$ cat src/rtl/sync_frame_capture.sv
// rtl/sync_frame_capture.sv - deserialises the payload and parity bit that follow a 1101 sync hit
// Frames land in a valid/ready output register with a parity flag, frame and drop counters.
module sync_frame_capture #(
  parameter int DATA_W     = 8,
  parameter int PARITY_ODD = 0
) (
  input  logic              mclk,
  input  logic              rst_n,
  input  logic              din,
  input  logic              sync_hit,
  input  logic              frame_ready,
  output logic              frame_valid,
  output logic [DATA_W-1:0] frame_data,
  output logic              parity_err,
  output logic [15:0]       frame_cnt,
  output logic [7:0]        drop_cnt
);

  localparam int CNT_W = $clog2(DATA_W + 2);
  localparam logic [CNT_W-1:0] LAST_BIT = CNT_W'(DATA_W + 1);
  localparam logic PAR_ODD = (PARITY_ODD != 0);

  typedef enum logic [1:0] {
    IDLE    = 2'd0,
    CAPTURE = 2'd1,
    DONE    = 2'd2
  } state_t;

  state_t            state;
  logic [DATA_W:0]   sr;
  logic [CNT_W-1:0]  bit_cnt;
  logic              din_q;
  logic              sr_par;

  assign sr_par = ^sr;

  always_ff @(posedge mclk or negedge rst_n) begin
    if (!rst_n) begin
      state       <= IDLE;
      sr          <= '0;
      bit_cnt     <= '0;
      din_q       <= 1'b0;
      frame_valid <= 1'b0;
      frame_data  <= '0;
      parity_err  <= 1'b0;
      frame_cnt   <= '0;
      drop_cnt    <= '0;
    end else begin
      // din_q lines the stream up with the registered sync_hit pulse
      din_q <= din;

      if (frame_valid && frame_ready) begin
        frame_valid <= 1'b0;
      end

      case (state)
        IDLE: begin
          if (sync_hit) begin
            sr      <= {sr[DATA_W-1:0], din_q};
            bit_cnt <= CNT_W'(1);
            state   <= CAPTURE;
          end
        end

        // sync_hit is ignored here since the payload itself may contain 1101
        CAPTURE: begin
          if (bit_cnt == LAST_BIT) begin
            state <= DONE;
          end else begin
            sr      <= {sr[DATA_W-1:0], din_q};
            bit_cnt <= bit_cnt + CNT_W'(1);
          end
        end

        DONE: begin
          if (!frame_valid || frame_ready) begin
            frame_valid <= 1'b1;
            frame_data  <= sr[DATA_W:1];
            parity_err  <= (sr_par != PAR_ODD);
            frame_cnt   <= frame_cnt + 16'd1;
          end else if (drop_cnt != 8'hFF) begin
            drop_cnt <= drop_cnt + 8'd1;
          end
          bit_cnt <= '0;
          state   <= IDLE;
        end

        default: begin
          state <= IDLE;
        end
      endcase
    end
  end

endmodule

$ cat config.mk
export PLATFORM = sky130hd
export DESIGN_NAME = sync_frame_capture
export DESIGN_NICKNAME = d
export VERILOG_FILES = /design/src/rtl/sync_frame_capture.sv
export SDC_FILE = /design/constraint.sdc
export NUM_CORES = 1
export LEC_CHECK = 0
export ABC_AREA = 1
export ABC_CLOCK_PERIOD_IN_PS = 1850
export CELL_PAD_IN_SITES_DETAIL_PLACEMENT = 1
export CELL_PAD_IN_SITES_GLOBAL_PLACEMENT = 1
export CORE_ASPECT_RATIO = 0.8
export CORE_UTILIZATION = 42
export CTS_BUF_LIST = sky130_fd_sc_hd__clkbuf_8
export CTS_CLUSTER_SIZE = 30
export DETAILED_ROUTE_END_ITERATION = 6
export MAX_ROUTING_LAYER = met4
export PLACE_DENSITY_LB_ADDON = 0.05
export SLEW_MARGIN = 30
export SYNTH_ARGS = -nofsm -noshare
export SYNTH_HDL_FRONTEND = slang
export SYNTH_SLANG_ARGS = --single-unit
$ cat constraint.sdc
create_clock -name mclk -period 1.85 [get_ports mclk]
set_input_delay 0.555 -clock mclk [delete_from_list [all_inputs] [get_ports mclk]]
set_output_delay 0.555 -clock mclk [all_outputs]
set_load 0.1 [all_outputs]
==> results.md, run 1 <==
* Total die area at between 6000 and 7000 um2
* Resized cells post-CTS at 0
* Setup_tns at 0 ps
* GR Overflow Total at 0
* Die X at roughly 90 um
* Synthesized netlist cell count at between 300 and 400
* Slew at the pin closest to its max-slew limit at 472 ps
* CTS Hold Bufs at 0
* Total wire length at 6490 um
* Slew headroom at 0.685
* Worst hold path class: primary input to asynchronous set/reset pin
* Commonest non-fill, non-tap cells in the layout: nand2_1 (106), dfrtp_1 (42), inv_1 (37)
* Yosys top cell by area: dfrtp_1
* Starting Density at 0.434
* Setup Crit Path Kind: flip-flop to flip-flop
* Vias in the first global route at 2392
* Unique masters post-synth at 28
* Psw at between 0.002 and 0.003 W
* Crit path arrival time at 1940 ps
* Worst-Skew Late Latency at 300 ps
* P per Cell Area at 1680 nW/um2
* DP Wirelength at 5080 um
* First-pass GRT wire length at 11300 um
* Comb power frac at 0.572
* Post-Syn Area at 2570 um2
* Chip height at 71.9 um
* Commonest non-fill, non-tap cell in the layout: nand2_1
* Crit-path max FO at 9
* Initial DRC count at 75
* Setup Buffers After CTS at 0
* Worst slack, placed at -167 ps
* Clock transition at path regs at 90 ps
* PortBufs at 38
* Vias at 2170
* CP Launch Type: flip-flop
* RSZ-0062 raised after global routing: no
* Synth Register Bits at 50
* Io pins at 39
* TritonCTS Sinks at 50
* Fmax at 572 MHz
* WP data required at 2040 ps
* Drt first pass iters at 5
* Final ANT Viol Nets at 0
* Synthesis-to-finish area growth at 38.6%
* Leakage at 1.74 nW
* Final clock skew at 1.84 ps
* TritonCTS buffer count at 5
* Clk root buf: clkbuf_8
* # H-tree levels at 2
* Antenna fix cells at 0
* Gpl congestion at around 0.79
* CTS tree: built
* Status: completed
* Sequential power share at 0.299
* Largest net degree at the start of global routing at 24
* Largest cells by area after synthesis: dfrtp_1 (49%), nand2_1 (16%), inv_1 (5.3%)
* Syn_area_per_cell at 8.36 um2
* Syn Nets at 320
* Setup crit end kind: flip-flop
* Share of total power in the clock network at 0.129
* Hold Violations, Final at 0
* Worst-case clock buffer depth at 2
* Final Cycle Share at 0.945
* Initial antenna violation count at 0
* YS warnings at 0
* Final setup viols at 0
* NumNets Final at approximately 370
* Max VDD drop at 0.811 mV
* Number of max-cap violations at 0
* Post-synth top area share at 0.488
* Drt via density at 4.97
* DRC viols at 0
* Seq/Total Area, Yosys at 0.488
* Worst setup margin at 103 ps
* Switching share of power at 0.499
* Routed len/inst at 14.8 um
* Rows at 25
* Post-route minimum period at 1750 ps
* Internal at 0.00299 W
* Share of cells above drive strength 1 at 0.199
* Core Region at 5910 um2
* Aggregate global-route resource usage at 0.239
* Max Slew Vio Count at 0
[routing by layer]
metal  track usage  vias up  wire, um
met2         0.399       39      3290
met4        0.0653        0       126
li1              -     1062         -
met5             -        -         0
met1         0.297     1057      2880
met3        0.0466       12       187
[critical path, cell delays in order (launching register included)]
cell and delay (ps):
dfrtp_2 420, ha_1 260, inv_1 90, nor3_1 250, nand4_1 170, nand2_2 210, inv_2 100, nand2_1 80
nand2_1 50
[flip-flops by register name, indices dropped and copies added, names as in the netlist]
register and flops:
frame_cnt 16, sr 9, drop_cnt 8, frame_data 8
bit_cnt 4, state 2, din_q 1, frame_valid 1
parity_err 1
[per-stage QoR]
stage	area, um2	instances	hold slack (ps)	utilization	power (W)
after CTS	3560	437	202	0.601	0.00605
final	3560	437	198	0.601	0.00597
after global routing	3560	437	215	0.601	0.00637
after floorplan	2580	307	259	-	0.00396
after detailed placement	3450	429	507	0.583	0.00526
after global placement	3450	429	497	0.583	0.00514
[synth_stat cells]
cell type / number
inv_2: 3
nand4_1: 8
buf_4: 1
xor2_1: 11
nor2_1: 15
xnor2_1: 8
ha_1: 8
nand3_4: 1
nor3_4: 1
a21oi_4: 1
o211ai_2: 1
o21ai_0: 20
nand4_2: 1
dfrtp_1: 50
nand2_1: 106
inv_1: 36
a21oi_1: 2
nor2_4: 3
nand2_2: 2
o211ai_1: 1
buf_2: 2
nor4_1: 1
nand2_4: 1
nand3_1: 14
nor2_2: 1
nor3_1: 7
o21ai_1: 1
o21a_1: 1
[cell families after synthesis]
| kind of cell | count (synthesis) | share of synthesized area |
|---|---|---|
| DFF | 50 | 0.488 |
| adders and majority gates | 8 | 0.0390 |
| xor gates and xnor gates | 19 | 0.0648 |
| AOI/OAI and AO/OA | 27 | 0.0619 |
| buffers and inverters | 42 | 0.0639 |
| and+or+nand+nor | 161 | 0.283 |
[path summary, 6_finish.rpt]
kind | from | to | slack, ps | cells after the start
hold / removal | rst_n | drop_cnt[0] | 200 | 1
hold reg to reg | din_q | sr[0] | 520 | 2
min in group mclk | din_q | sr[0] | 520 | 2
setup / recovery | drop_cnt[1] | drop_cnt[3] | 100 | 8
max in group asynchronous | rst_n | sr[0] | 1100 | 2
setup reg to reg | drop_cnt[1] | drop_cnt[3] | 100 | 8
[power groups by stage]
stage / Combinational (W) / Clock, W / Sequential [W]
detailed placement: 0.00344 / 0 / 0.00182
CTS: 0.00346 / 0.000796 / 0.00180
floorplan: 0.00108 / 0 / 0.00288
global placement: 0.00335 / 0 / 0.00179
finish: 0.00342 / 0.000770 / 0.00179
global route: 0.00370 / 0.000839 / 0.00184
[layout make-up]
cell class | instances | area (um2)
clock buffer | 5 | 68.8
clock inverter | 3 | 41.3
fill | 675 | 2360
inverter | 39 | 146
multi-input combinational | 215 | 1150
sequential | 50 | 1260
tap | 81 | 101
timing repair buffer | 44 | 786
(Power assumes the default switching activity.)
==> run 2, diff against run 1 <==
--- a/config.mk
+++ b/config.mk
@@ -12,6 +12,7 @@
 export CORE_ASPECT_RATIO = 0.8
 export CORE_UTILIZATION = 42
 export CTS_BUF_LIST = sky130_fd_sc_hd__clkbuf_8
+export CTS_CLUSTER_DIAMETER = 200
 export CTS_CLUSTER_SIZE = 30
 export DETAILED_ROUTE_END_ITERATION = 6
 export MAX_ROUTING_LAYER = met4
==> results of run 2 <==
No change in the layout: final DEF, timing and power equal those of run 1.
==> RTL edit (config.mk and constraints of run 2) <==
Encoding of `state_t`: now one-hot (3 bits for 3 states).
--- a/src/rtl/sync_frame_capture.sv
+++ b/src/rtl/sync_frame_capture.sv
@@ -21,8 +21,8 @@
   localparam logic PAR_ODD = (PARITY_ODD != 0);
 
-  typedef enum logic [1:0] {
-    IDLE    = 2'd0,
-    CAPTURE = 2'd1,
-    DONE    = 2'd2
+  typedef enum logic [2:0] {
+    IDLE    = 3'b001,
+    CAPTURE = 3'b010,
+    DONE    = 3'b100
   } state_t;
 
Function: no difference found for any inputs over 10 cycles, from zero or initial values and one cycle with rst_n low; not proved beyond that.
==> RTL edit against run 2 <==
Hold slack improved by 0.023 ns. Sequential cell count increased by 1. Final area increased by 2.9%. Routed wire length increased by 3.0%. Critical path depth increased by 1. Synthesized area increased by 2.9%. Cell count increased by 1.8%. Sequential share of layout area about the same. Worst setup slack improved by 0.0039 ns. Critical endpoint unchanged.
Power is not compared: it rests on default switching activity, and its combinational part moved more than twofold at a synthesized area within 25%.
==> RTL edit: results (changes against run 2) <==
| Metric | Value |
|---|---|
| I/O Buffers | `38 (unchanged)` |
| Top cell type's share of synthesized area | `47.4% (was 48.8%)` |
| Top cells by area, synth | `dfrtp_1, nand2_1, inv_1 (unchanged)` |
| Fin crit share | `94.2% (was 94.5%)` |
| Detailed Place HPWL | `4970 µm (was 5080 µm)` |
| Reg2reg setup slack | `0.23 ns (was 0.10 ns)` |
| VDD IR max | `0.588 mV` |
| Yosys cell types | `27 (was 28)` |
| Crit path max-delay cell type | `clkdlybuf4s50_1 (was dfrtp_2)` |
| Worst-path fanout max | `7 (was 9)` |
| Mapped Nets | `320 (unchanged)` |
| FF-to-FF Start | `frame_cnt[0] (was drop_cnt[1])` |
| Tot GR Track Use | `22.6% (was 23.9%)` |
| Vias in the first global route | `2320 (was 2392)` |
| Pleak | `0.00172 µW` |
| Placed Cells | `437 (was 429)` |
| H-tree depth | `2 (unchanged)` |
| Pre-CTS setup slack | `-0.208 ns (was -0.167 ns)` |
| Crit path from | `frame_ready (was drop_cnt[1])` |
| WL final | `6680 µm (was 6490 µm)` |
| Post-Synth XOR/XNOR Area | `5.97% (was 6.48%)` |
| Layout Nets | `372 (was 368)` |
| Post-synthesis sequential area ratio | `48.4% (was 48.8%)` |
| Layout cell share with drive strength beyond 1 | `28.8% (was 19.9%)` |
| FILL cells | `661 (was 675)` |
| Synth Area in Compound Gates | `5.92% (was 6.19%)` |
| Final std cells w/o fill | `445 (was 437)` |
| First drt pass iteration count | `4 (was 5)` |
| First-pass GRT wire length | `11200 µm (was 11300 µm)` |
| Fin Hold WS | `0.221 ns (was 0.198 ns)` |
| Worst Path Arrival | `1.94 ns (about the same)` |
| Most frequent cells after synthesis | `nand2_1, dfrtp_1, inv_1, nand3_1, nor2_1 (was nand2_1, dfrtp_1, inv_1, o21ai_0, nor2_1)` |
| RePlAce Congestion | `0.780 (was 0.793)` |
| Root Driver | `clkbuf_8 (unchanged)` |
| Pin count of the biggest net entering global routing | `52 (was 24)` |
| Area share of fa/ha/maj cells after synthesis | `1.89% (was 3.90%)` |
| Setup Buffers After CTS | `0 (unchanged)` |
| Max transition margin | `66.9% (was 68.5%)` |
| FF-to-FF path depth | `8 (unchanged)` |
| FF-to-FF End | `frame_cnt[12] (was drop_cnt[3])` |
| Clock buffer depth | `2 (unchanged)` |
| Top FF cell, synth | `dfrtp_1 (unchanged)` |
| DRT iter0 DRCs | `85 (was 75)` |
| Post-Syn Instances | `311 (was 307)` |
| Crit path capture | `drop_cnt[3] (unchanged)` |
| Post-DP Area | `3540 µm² (was 3450 µm²)` |
| Final Core Density | `61.3% (was 60.1%)` |
| Post-route clock skew | `0.0120 ns (was 0.00184 ns)` |
| Avg Vias per Cell | `4.97 (about the same)` |
| CP delay by family, top | `simple AND/OR/NAND/NOR gates (unchanged)` |
| Status | `finished clean (unchanged)` |
| Worst path max stage delay | `0.45 ns (was 0.42 ns)` |
RTL edit: changes by cell type after synthesis, moves of 3 or more:
cell,run 2,this run
xnor2_1,8,4
nand4_1,8,4
inv_2,3,8
inv_1,36,33
xor2_1,11,14
nand3_1,14,19
o21ai_2,0,8
ha_1,8,4
o21ai_0,20,12
RTL edit: layout make-up:
cell class	count	share of cell area, %
clock inverters	2	0.957
flip-flops and latches	51	35.5
clock buffers	6	2.26
multi-input cells	216	32.4
well taps	81	2.77
inverters	41	4.21
repair buffers	48	21.9
RTL edit: power by group:
group	internal [µW]	total (µW)	leakage (µW)	switching, µW
logic	326	1010	0.00102	681
clock network	438	823	0.0000612	384
registers	1260	1400	0.000640	139
total	2020	3230	0.00172	1200
RTL edit: layer usage:
layer  vias up  part of all wire [%]  routed length (µm)  global-route usage [%]
met2        34                    51                3430                    40.2
met5         -                     0                   0                       -
met4         0                   1.1                  72                    6.09
met3         9                   2.3                 151                    3.33
met1      1095                    45                3030                    27.0
li1       1072                     -                   -                       -
